File: src/rtl/fft_pkg.sv
// fft_pkg: shared FFT datapath types, default widths and the rounding-constant helper.
package fft_pkg;
  localparam int DEF_W    = 16;
  localparam int DEF_TW_W = 16;
  typedef struct packed {
    logic signed [DEF_W-1:0] re;
    logic signed [DEF_W-1:0] im;
  } cplx_t;
  typedef struct packed {
    logic signed [DEF_TW_W-1:0] re;
    logic signed [DEF_TW_W-1:0] im;
  } tw_t;
  // Half an LSB of the Q1.(tw_w-1) product, for round-half-up before the shift.
  function automatic logic [63:0] rnd_const(input int tw_w);
    return 64'd1 << (tw_w - 2);
  endfunction
endpackage

File: src/rtl/butterfly_pipe_if.sv
// butterfly_pipe_if: valid/ready sample-pair bus into and out of the butterfly.
interface butterfly_pipe_if
  import fft_pkg::*;
#(
  parameter int W    = DEF_W,
  parameter int TW_W = DEF_TW_W
);
  logic                 in_valid, in_ready, inv, scale;
  logic                 out_valid, out_ready;
  logic signed [W-1:0]  Data_A_Real, Data_A_Im, Data_B_Real, Data_B_Im;
  logic [2*TW_W-1:0]    Win;
  logic signed [W-1:0]  O_A_Real, O_A_Im, O_B_Real, O_B_Im;
  modport slave (
    input  in_valid, Data_A_Real, Data_A_Im, Data_B_Real, Data_B_Im, Win, inv, scale, out_ready,
    output in_ready, out_valid, O_A_Real, O_A_Im, O_B_Real, O_B_Im
  );
  modport master (
    output in_valid, Data_A_Real, Data_A_Im, Data_B_Real, Data_B_Im, Win, inv, scale, out_ready,
    input  in_ready, out_valid, O_A_Real, O_A_Im, O_B_Real, O_B_Im
  );
endinterface

File: src/rtl/cmul_pipe.sv
// cmul_pipe: registered full-precision complex multiply B*W with optional twiddle conjugation.
module cmul_pipe
  import fft_pkg::*;
#(
  parameter int W    = DEF_W,
  parameter int TW_W = DEF_TW_W
) (
  input  logic                     clk,
  input  logic                     rst,
  input  logic                     en_i,
  input  logic signed [W-1:0]      b_re_i,
  input  logic signed [W-1:0]      b_im_i,
  input  logic signed [TW_W-1:0]   w_re_i,
  input  logic signed [TW_W-1:0]   w_im_i,
  input  logic                     conj_i,
  output logic signed [W+TW_W:0]   p_re_o,
  output logic signed [W+TW_W:0]   p_im_o
);
  localparam int PW = W + TW_W + 1;
  // One extra twiddle bit so negating the most negative imaginary part is exact.
  logic signed [TW_W:0] wr, wi, wi_x;
  logic signed [PW-1:0] rr, ii, ri, ir, p_re_d, p_im_d, p_re_q, p_im_q;
  always_comb begin
    wr     = {w_re_i[TW_W-1], w_re_i};
    wi_x   = {w_im_i[TW_W-1], w_im_i};
    wi     = conj_i ? -wi_x : wi_x;
    rr     = PW'(b_re_i) * PW'(wr);
    ii     = PW'(b_im_i) * PW'(wi);
    ri     = PW'(b_re_i) * PW'(wi);
    ir     = PW'(b_im_i) * PW'(wr);
    p_re_d = rr - ii;
    p_im_d = ri + ir;
  end
  always_ff @(posedge clk) begin
    if (rst) begin
      p_re_q <= '0;
      p_im_q <= '0;
    end else if (en_i) begin
      p_re_q <= p_re_d;
      p_im_q <= p_im_d;
    end
  end
  assign p_re_o = p_re_q;
  assign p_im_o = p_im_q;
endmodule

File: src/rtl/butterfly_pipe.sv
// butterfly_pipe: 3-stage radix-2 DIT butterfly A+/-W*B with valid/ready, inverse, scaling, sticky ovf.
// Define BFLY_SAT_EN to saturate overflowing outputs; otherwise they wrap.
module butterfly_pipe
  import fft_pkg::*;
#(
  parameter int W    = DEF_W,
  parameter int TW_W = DEF_TW_W
) (
  input  logic             clk,
  input  logic             rst,
  butterfly_pipe_if.slave  bus,
  input  logic             clr_ovf,
  output logic             ovf
);
  localparam int PW = W + TW_W + 1;
  localparam int SW = W + 2;
  localparam logic signed [PW-1:0] RND  = PW'(rnd_const(TW_W));
  localparam logic signed [SW-1:0] MAXV = {3'b000, {(W-1){1'b1}}};
  localparam logic signed [SW-1:0] MINV = {3'b111, {(W-1){1'b0}}};
  logic                 en;
  logic                 v1_q, v2_q, v3_q, sc1_q, sc2_q, ovf3_q, ovf_q;
  logic signed [W-1:0]  a_re_q, a_im_q;
  logic signed [PW-1:0] p_re, p_im;
  logic signed [SW-1:0] pr_re, pr_im, sa_re_d, sa_im_d, sb_re_d, sb_im_d;
  logic signed [SW-1:0] sa_re_q, sa_im_q, sb_re_q, sb_im_q;
  logic signed [W-1:0]  ar_d, ai_d, br_d, bi_d, ar_q, ai_q, br_q, bi_q;
  logic [3:0]           ov;
  // Optional halving with round-half-up, then narrowing; returns {overflow, value}.
  function automatic logic [W:0] narrow(input logic signed [SW-1:0] s, input logic sc);
    logic signed [SW-1:0] t;
    logic                 o;
    t = sc ? (s + SW'(1)) >>> 1 : s;
    o = (t > MAXV) || (t < MINV);
`ifdef BFLY_SAT_EN
    return {o, o ? (t[SW-1] ? MINV[W-1:0] : MAXV[W-1:0]) : t[W-1:0]};
`else
    return {o, t[W-1:0]};
`endif
  endfunction
  assign en           = bus.out_ready || !v3_q;
  assign bus.in_ready = en;
  cmul_pipe #(.W(W), .TW_W(TW_W)) u_cmul (
    .clk    (clk),
    .rst    (rst),
    .en_i   (en),
    .b_re_i (bus.Data_B_Real),
    .b_im_i (bus.Data_B_Im),
    .w_re_i (bus.Win[2*TW_W-1:TW_W]),
    .w_im_i (bus.Win[TW_W-1:0]),
    .conj_i (bus.inv),
    .p_re_o (p_re),
    .p_im_o (p_im)
  );
  always_comb begin
    pr_re   = SW'((p_re + RND) >>> (TW_W - 1));
    pr_im   = SW'((p_im + RND) >>> (TW_W - 1));
    sa_re_d = SW'(a_re_q) + pr_re;
    sa_im_d = SW'(a_im_q) + pr_im;
    sb_re_d = SW'(a_re_q) - pr_re;
    sb_im_d = SW'(a_im_q) - pr_im;
    {ov[0], ar_d} = narrow(sa_re_q, sc2_q);
    {ov[1], ai_d} = narrow(sa_im_q, sc2_q);
    {ov[2], br_d} = narrow(sb_re_q, sc2_q);
    {ov[3], bi_d} = narrow(sb_im_q, sc2_q);
  end
  always_ff @(posedge clk) begin
    if (rst) begin
      {v1_q, v2_q, v3_q, sc1_q, sc2_q, ovf3_q, ovf_q} <= '0;
      {a_re_q, a_im_q} <= '0;
      {sa_re_q, sa_im_q, sb_re_q, sb_im_q} <= '0;
      {ar_q, ai_q, br_q, bi_q} <= '0;
    end else begin
      ovf_q <= (ovf_q && !clr_ovf) || (v3_q && bus.out_ready && ovf3_q);
      if (en) begin
        v1_q    <= bus.in_valid;
        a_re_q  <= bus.Data_A_Real;
        a_im_q  <= bus.Data_A_Im;
        sc1_q   <= bus.scale;
        v2_q    <= v1_q;
        sc2_q   <= sc1_q;
        sa_re_q <= sa_re_d;
        sa_im_q <= sa_im_d;
        sb_re_q <= sb_re_d;
        sb_im_q <= sb_im_d;
        v3_q    <= v2_q;
        ovf3_q  <= |ov;
        ar_q    <= ar_d;
        ai_q    <= ai_d;
        br_q    <= br_d;
        bi_q    <= bi_d;
      end
    end
  end
  assign bus.out_valid = v3_q;
  assign bus.O_A_Real  = ar_q;
  assign bus.O_A_Im    = ai_q;
  assign bus.O_B_Real  = br_q;
  assign bus.O_B_Im    = bi_q;
  assign ovf           = ovf_q;
endmodule

File: src/flat_wrapper.sv
// flat-port wrapper written by rule: the top's interface ports become plain ports
module butterfly_pipe_flat import fft_pkg::*;
#(
  parameter int W    = DEF_W,
  parameter int TW_W = DEF_TW_W
)
  (clk, rst, clr_ovf, ovf, bus_in_valid, bus_Data_A_Real, bus_Data_A_Im, bus_Data_B_Real, bus_Data_B_Im, bus_Win, bus_inv, bus_scale, bus_out_ready, bus_in_ready, bus_out_valid, bus_O_A_Real, bus_O_A_Im, bus_O_B_Real, bus_O_B_Im);
  butterfly_pipe_if #(.W(W), .TW_W(TW_W)) bus_i ();
  input  logic clk;
  input  logic rst;
  input  logic clr_ovf;
  output logic ovf;
  input wire logic [$bits(bus_i.in_valid)-1:0] bus_in_valid;
  input wire logic [$bits(bus_i.Data_A_Real)-1:0] bus_Data_A_Real;
  input wire logic [$bits(bus_i.Data_A_Im)-1:0] bus_Data_A_Im;
  input wire logic [$bits(bus_i.Data_B_Real)-1:0] bus_Data_B_Real;
  input wire logic [$bits(bus_i.Data_B_Im)-1:0] bus_Data_B_Im;
  input wire logic [$bits(bus_i.Win)-1:0] bus_Win;
  input wire logic [$bits(bus_i.inv)-1:0] bus_inv;
  input wire logic [$bits(bus_i.scale)-1:0] bus_scale;
  input wire logic [$bits(bus_i.out_ready)-1:0] bus_out_ready;
  output wire logic [$bits(bus_i.in_ready)-1:0] bus_in_ready;
  output wire logic [$bits(bus_i.out_valid)-1:0] bus_out_valid;
  output wire logic [$bits(bus_i.O_A_Real)-1:0] bus_O_A_Real;
  output wire logic [$bits(bus_i.O_A_Im)-1:0] bus_O_A_Im;
  output wire logic [$bits(bus_i.O_B_Real)-1:0] bus_O_B_Real;
  output wire logic [$bits(bus_i.O_B_Im)-1:0] bus_O_B_Im;
  assign bus_i.in_valid = bus_in_valid;
  assign bus_i.Data_A_Real = bus_Data_A_Real;
  assign bus_i.Data_A_Im = bus_Data_A_Im;
  assign bus_i.Data_B_Real = bus_Data_B_Real;
  assign bus_i.Data_B_Im = bus_Data_B_Im;
  assign bus_i.Win = bus_Win;
  assign bus_i.inv = bus_inv;
  assign bus_i.scale = bus_scale;
  assign bus_i.out_ready = bus_out_ready;
  assign bus_in_ready = bus_i.in_ready;
  assign bus_out_valid = bus_i.out_valid;
  assign bus_O_A_Real = bus_i.O_A_Real;
  assign bus_O_A_Im = bus_i.O_A_Im;
  assign bus_O_B_Real = bus_i.O_B_Real;
  assign bus_O_B_Im = bus_i.O_B_Im;
  butterfly_pipe #(.W(W), .TW_W(TW_W)) u_core (.clk(clk), .rst(rst), .bus(bus_i), .clr_ovf(clr_ovf), .ovf(ovf));
endmodule
File: config.mk
export PLATFORM = sky130hd
export DESIGN_NAME = butterfly_pipe_flat
export DESIGN_NICKNAME = d
export VERILOG_FILES = /design/src/rtl/fft_pkg.sv /design/src/rtl/butterfly_pipe_if.sv /design/src/rtl/cmul_pipe.sv /design/src/rtl/butterfly_pipe.sv /design/src/flat_wrapper.sv
export SDC_FILE = /design/constraint.sdc
export NUM_CORES = 2
export LEC_CHECK = 0
export ABC_AREA = 0
export BUFFER_PORTS_ARGS = -buffer_cell sky130_fd_sc_hd__buf_2
export CORE_MARGIN = 2
export CORE_UTILIZATION = 50
export DETAILED_ROUTE_END_ITERATION = 6
export PLACE_DENSITY = 0.66
export SYNTH_ARGS = -nofsm -noshare
export SYNTH_HDL_FRONTEND = slang
export SYNTH_SLANG_ARGS = --single-unit
File: constraint.sdc
create_clock -name clk -period 20.7 [get_ports clk]
set_input_delay 4.14 -clock clk [delete_from_list [all_inputs] [get_ports clk]]
set_output_delay 4.14 -clock clk [all_outputs]
set_load 0.01 [all_outputs]
Word-level counts from Yosys, hierarchy flattened --
Index checks and enable logic that the tools add are counted.
Word-level totals: bits in registers 241, input bits 103, output and inout port bits 67, word-level logic and storage cells 61
Operators by class: add/sub/neg operators 13, $mul 4, order comparisons 8, mux-type cells 5, reduce and logical (&&, ||, !) cells 12
Operators by type and width (count):
- adder 18 x 2 -> 18 bit (second input constant) | 4
- greater-than comparator 18 x 16 -> 1 bit (second input constant) | 4
- < comparator 18 x 16 -> 1 bit (second input constant) | 4
- two-way mux 18 bit | 4
- adder 33 x 16 -> 33 bit (second input constant) | 2
- multiplier 16 x 17 -> 33 bit | 2
- multiplier 16 x 16 -> 32 bit | 2
- adder 16 x 18 -> 18 bit | 2
- subtractor 16 x 18 -> 18 bit | 2
- adder 33 x 32 -> 33 bit | 1
- subtractor 32 x 33 -> 33 bit | 1
- two-way mux 17 bit | 1
- negator 16 -> 17 bit | 1
- logical OR 1 bit | 6
- OR reduction 4 bit | 1
- logical AND 1 bit | 3
- logical NOT 1 bit | 2

Logic depth before layout (Yosys ltp) --
word-level depth 5, depth in mapped cells 33

Modules after synthesis --
From an unflattened synthesis, not the netlist that was laid out.
Second synthesis, totals: cells, all modules 6308, area, all modules 55677.1 um2
By module, submodules not included:
- cmul_pipe | times used 1, cells an instance 4761, area each 44189.9 um2
- butterfly_pipe | times used 1, cells an instance 1547, area each 11487.3 um2

Worst setup path after synthesis --
No wires, ideal clock.
path kind input to register, start point in bus_Win[3], end point reg u_core.u_cmul.p_im_q[32] (netlist: u_core.u_cmul.p_im_o[32]), setup time 63 ps, arrival 12100 ps, path slack 8537 ps, stages 32, buffers on the path 1, cells stage by stage nor2_1 nand3_1 o21ai_0 nand2_1 o31ai_1 xnor2_1 clkbuf_1 and2_1 fa_1 inv_1 fa_1 fa_1 fa_1 inv_1 fa_1 inv_1 fa_1 inv_1 fa_1 inv_1 fa_1 inv_1 ha_1 a21o_1 a21o_1 a2111oi_4 nor4_1 a21oi_1 o21ai_1 a311o_1 or4_1 nand3_1
On the way: cells in the longest elaborated chain, start to end 4
Ends and longest elaborated chain:
- from (decl) | RTL line flat_wrapper.sv:18 | input wire logic [$bits(bus_i.Win)-1:0] bus_Win;
- negator 16 -> 17 bit | RTL line cmul_pipe.sv:26 | wi = conj_i ? -wi_x : wi_x;
- two-way mux 17 bit (*) | RTL line cmul_pipe.sv:26
- multiplier 16 x 17 -> 33 bit (*) | RTL line cmul_pipe.sv:29 | ri = PW'(b_re_i) * PW'(wi);
- adder 33 x 32 -> 33 bit (*) | RTL line cmul_pipe.sv:32 | p_im_d = ri + ir;
- to (signal assigned) | RTL line cmul_pipe.sv:40 | p_im_q <= p_im_d;
- to (decl) | RTL line cmul_pipe.sv:22 | logic signed [PW-1:0] rr, ii, ri, ir, p_re_d, p_im_d, p_re_q, p_im_q;
Every way passes the cells marked *; elsewhere a longest branch is shown, timed or not. A chain may end at the register's enable or synchronous reset.

Worst setup path after layout --
start point in bus_Win[0], end point reg u_core.u_cmul.p_im_q[32] (netlist: u_core.u_cmul.p_im_o[32])
Same word-level chain as after synthesis.

==> out/qor.txt <==
Synth Area per Inst: 8.718 µm²
post-route minimum period: 12870 ps
buffers inserted by post-CTS timing repair: 0
clock tree from TritonCTS: yes
launching element type of the critical path: input pin
num ports: 170
post-CTS resize count: 0
detailed-route DRC error count: 0
number of maximum-capacitance violations: 0
register bit total from synthesis: 211
origin of the critical flop-to-flop path: u_core.u_cmul.p_im_o[17]
Post-DP Area: 55560 µm²
First DRT Iteration DRCs: 2253
count of pins over their slew limit: 0
number of placement rows: 120
post-synthesis async set-or-reset flop share: 0%
layout overhead on the synthesized area: 5.439%
average vias per placed instance: 5.222
Post-DRT Antenna Nets: 0
GRT overflow: 0
Worst-Margin Slew: 1109 ps
fmax: 77.67 MHz
vias in the first global route: 41918
hold bufs inserted after CTS: 0
hold violation count in the final report: 0
Setup CP Type: in2reg
Crit path top cell by count: sky130_fd_sc_hd__fa_1
number of different library cells in the post-synthesis netlist: 72
core area: 106800 µm²
maximum fanout along the worst path: 32
Crit Reg-Reg Endpoint: u_core.sa_im_q[17]
buffers added on ports: 169
CTS clk-pin slew, worst paths: 60 ps
most common cell after layout, fill and taps aside: sky130_fd_sc_hd__inv_1
post-synthesis cell count: 6156
sequential-to-total area share from yosys stat: 7.871%
Clk Latency, worst-skew pair: 570 ps
Worst Hold Class: reg2reg
RSZ-0062 raised after global routing: false
period utilisation layout: 62.20%
wirelength, routed: 136800 µm
CP Data Arrival Time: 13380 ps
# nets final: 7758
final-report setup violation count: 0
setup total negative slack: 0 ps
sort of element at the end of the critical path: flop
half-perimeter wire length after placement: 107000 µm
GP Congestion: 0.8959
main flop type after synthesis: sky130_fd_sc_hd__dfxtp_1
die extent in x: 331.6 µm
TritonCTS buffer count: 26
slack of the worst reg-to-reg path: 16580 ps
area enclosed by the die boundary: 110000 µm²
Worst Hold Endpoint: u_core.bus.O_A_Real[6]
total iterations of the first detailed-routing run: 6
vias after detailed routing: 39216
Hold Startpoint: u_core.bus.O_A_Real[6]
Hold Path Stages: 2
run status: finished, final reports clean
final instance area: 56590 µm²
count of clock tree sinks: 211
Yosys warning total: 0
first-pass GRT wire length: 226100 µm
H-tree levels: 1
net count of the mapped netlist: 7833
number of antenna violations at the first check in global routing: 19
maximum cell stage delay along the critical path: 550 ps
Die Ht: 331.6 µm
number of cells on the worst reg-to-reg path: 15
maximum clock path buffer count: 3
routed length per placed instance: 18.21 µm
EDFF count, synth: 0
most frequent cells in the layout: sky130_fd_sc_hd__inv_1, sky130_fd_sc_hd__fa_1, sky130_fd_sc_hd__nand2_1
post-route core utilization: 53.01%
maximum number of pins on one net before global-route repair: 189
initial core utilization: 50.27%
library cell contributing the largest single delay on the critical path: sky130_fd_sc_hd__fa_1
headroom to the max-slew limit: 26.09%
root buffer cell: sky130_fd_sc_hd__clkbuf_16
final clock skew: 36.24 ps
Required @ worst endpoint: 21210 ps
post-synthesis instance area: 53670 µm²
proportion of layout cells with a drive suffix above 1: 5.098%
total routing usage reported by global routing: 25.75%
metrics by stage:
stage | instances | hold WS, ps | setup slack [ps]
6_report | 7510 | 451.1 | 7825
3_3_place_gp | 7456 | 438.7 | 7376
2_1_floorplan | 6156 | 431.9 | 8537
4_1_cts | 7503 | 449.9 | 7857
3_5_place_dp | 7456 | 443.6 | 7235
5_1_grt | 7505 | 475.5 | 7352
how the worst max path moves through the flow:
stage,start,to,depth (start not counted)
finish,bus_Win[0],u_core.u_cmul.p_im_o[32],34
global route,bus_Win[0],u_core.u_cmul.p_im_o[32],34
CTS,bus_Win[0],u_core.u_cmul.p_im_o[32],34
detailed placement,bus_Win[0],u_core.u_cmul.p_im_o[32],34
global placement,bus_Win[0],u_core.u_cmul.p_im_o[32],34
floorplan,bus_Win[3],u_core.u_cmul.p_im_o[32],32
critical path: cells and delay by family:
family,cells,cell delay [ps]
adder cells (fa/ha/maj),9,4180
AO/OA/AOI/OAI,8,2410
buffers and inverters,10,1230
AND/OR/NAND/NOR,6,1220
XOR/XNOR,1,150
cell type report:
type,count,area [µm²]
multi-input cells,4105,42660
flip-flops and latches,211,4228
diodes,7,17.52
clock inverters,15,284.0
fillers,9894,50160
repair buffers,213,1195
well taps,1403,1755
inverters,1524,5725
clock buffers,32,724.4
sequential cells by signal (all words and copies together) (netlist names):
name / count
u_core.a_im_q: 16
u_core.a_re_q: 16
u_core.bus.O_A_Im: 16
u_core.bus.O_A_Real: 16
u_core.bus.O_B_Im: 16
u_core.bus.O_B_Real: 16
u_core.bus.out_valid: 1
u_core.ovf: 1
u_core.ovf3_q: 1
u_core.sa_im_q: 17
u_core.sa_re_q: 17
u_core.sb_im_q: 18
u_core.sb_re_q: 18
u_core.sc1_q: 1
u_core.sc2_q: 1
u_core.u_cmul.p_im_o: 19
u_core.u_cmul.p_re_o: 19
u_core.v1_q: 1
u_core.v2_q: 1
routing by layer:
metal  routed length, µm  track usage [%]  vias to the layer above  part of all wire, %
met2               65370            43.82                     1027                   48
met4                3065            5.586                        8                  2.2
met3                8214            3.303                      185                  6.0
met5                  50                0                        -                0.037
met1               60070            35.28                    19940                   44
li1                    -                -                    18056                    -
synthesized netlist by cell type, drive strengths merged, types with 24 or more instances:
library cell / instances / area share [%]
a21oi: 253 / 2.4
ha: 382 / 8.9
xnor2: 132 / 2.2
inv: 1524 / 11
a21o: 33 / 0.46
nor3: 43 / 0.41
clkbuf: 308 / 2.2
nor2: 201 / 1.4
nand2b: 43 / 0.50
nand2: 747 / 5.2
fa: 1192 / 44
nor2b: 26 / 0.31
nand3: 75 / 0.70
dfxtp: 211 / 7.9
o21ai: 90 / 0.84
and2: 478 / 5.6
a211oi: 92 / 1.3
xor2: 61 / 1.0
and3: 34 / 0.40
o21bai: 24 / 0.34
cell families after synthesis:
kind of cell	Yosys count	synth area share, %
DFF	211	7.871
adders and majority gates	1574	53.37
xor gates and xnor gates	193	3.164
and+or+nand+nor	1730	15.55
muxes	11	0.2145
buffers and inverters	1840	12.87
AOI/OAI and AO/OA	597	6.954
Power is not shown: default switching activity piles up to over one toggle a cycle in this logic, so the estimate is an artifact.
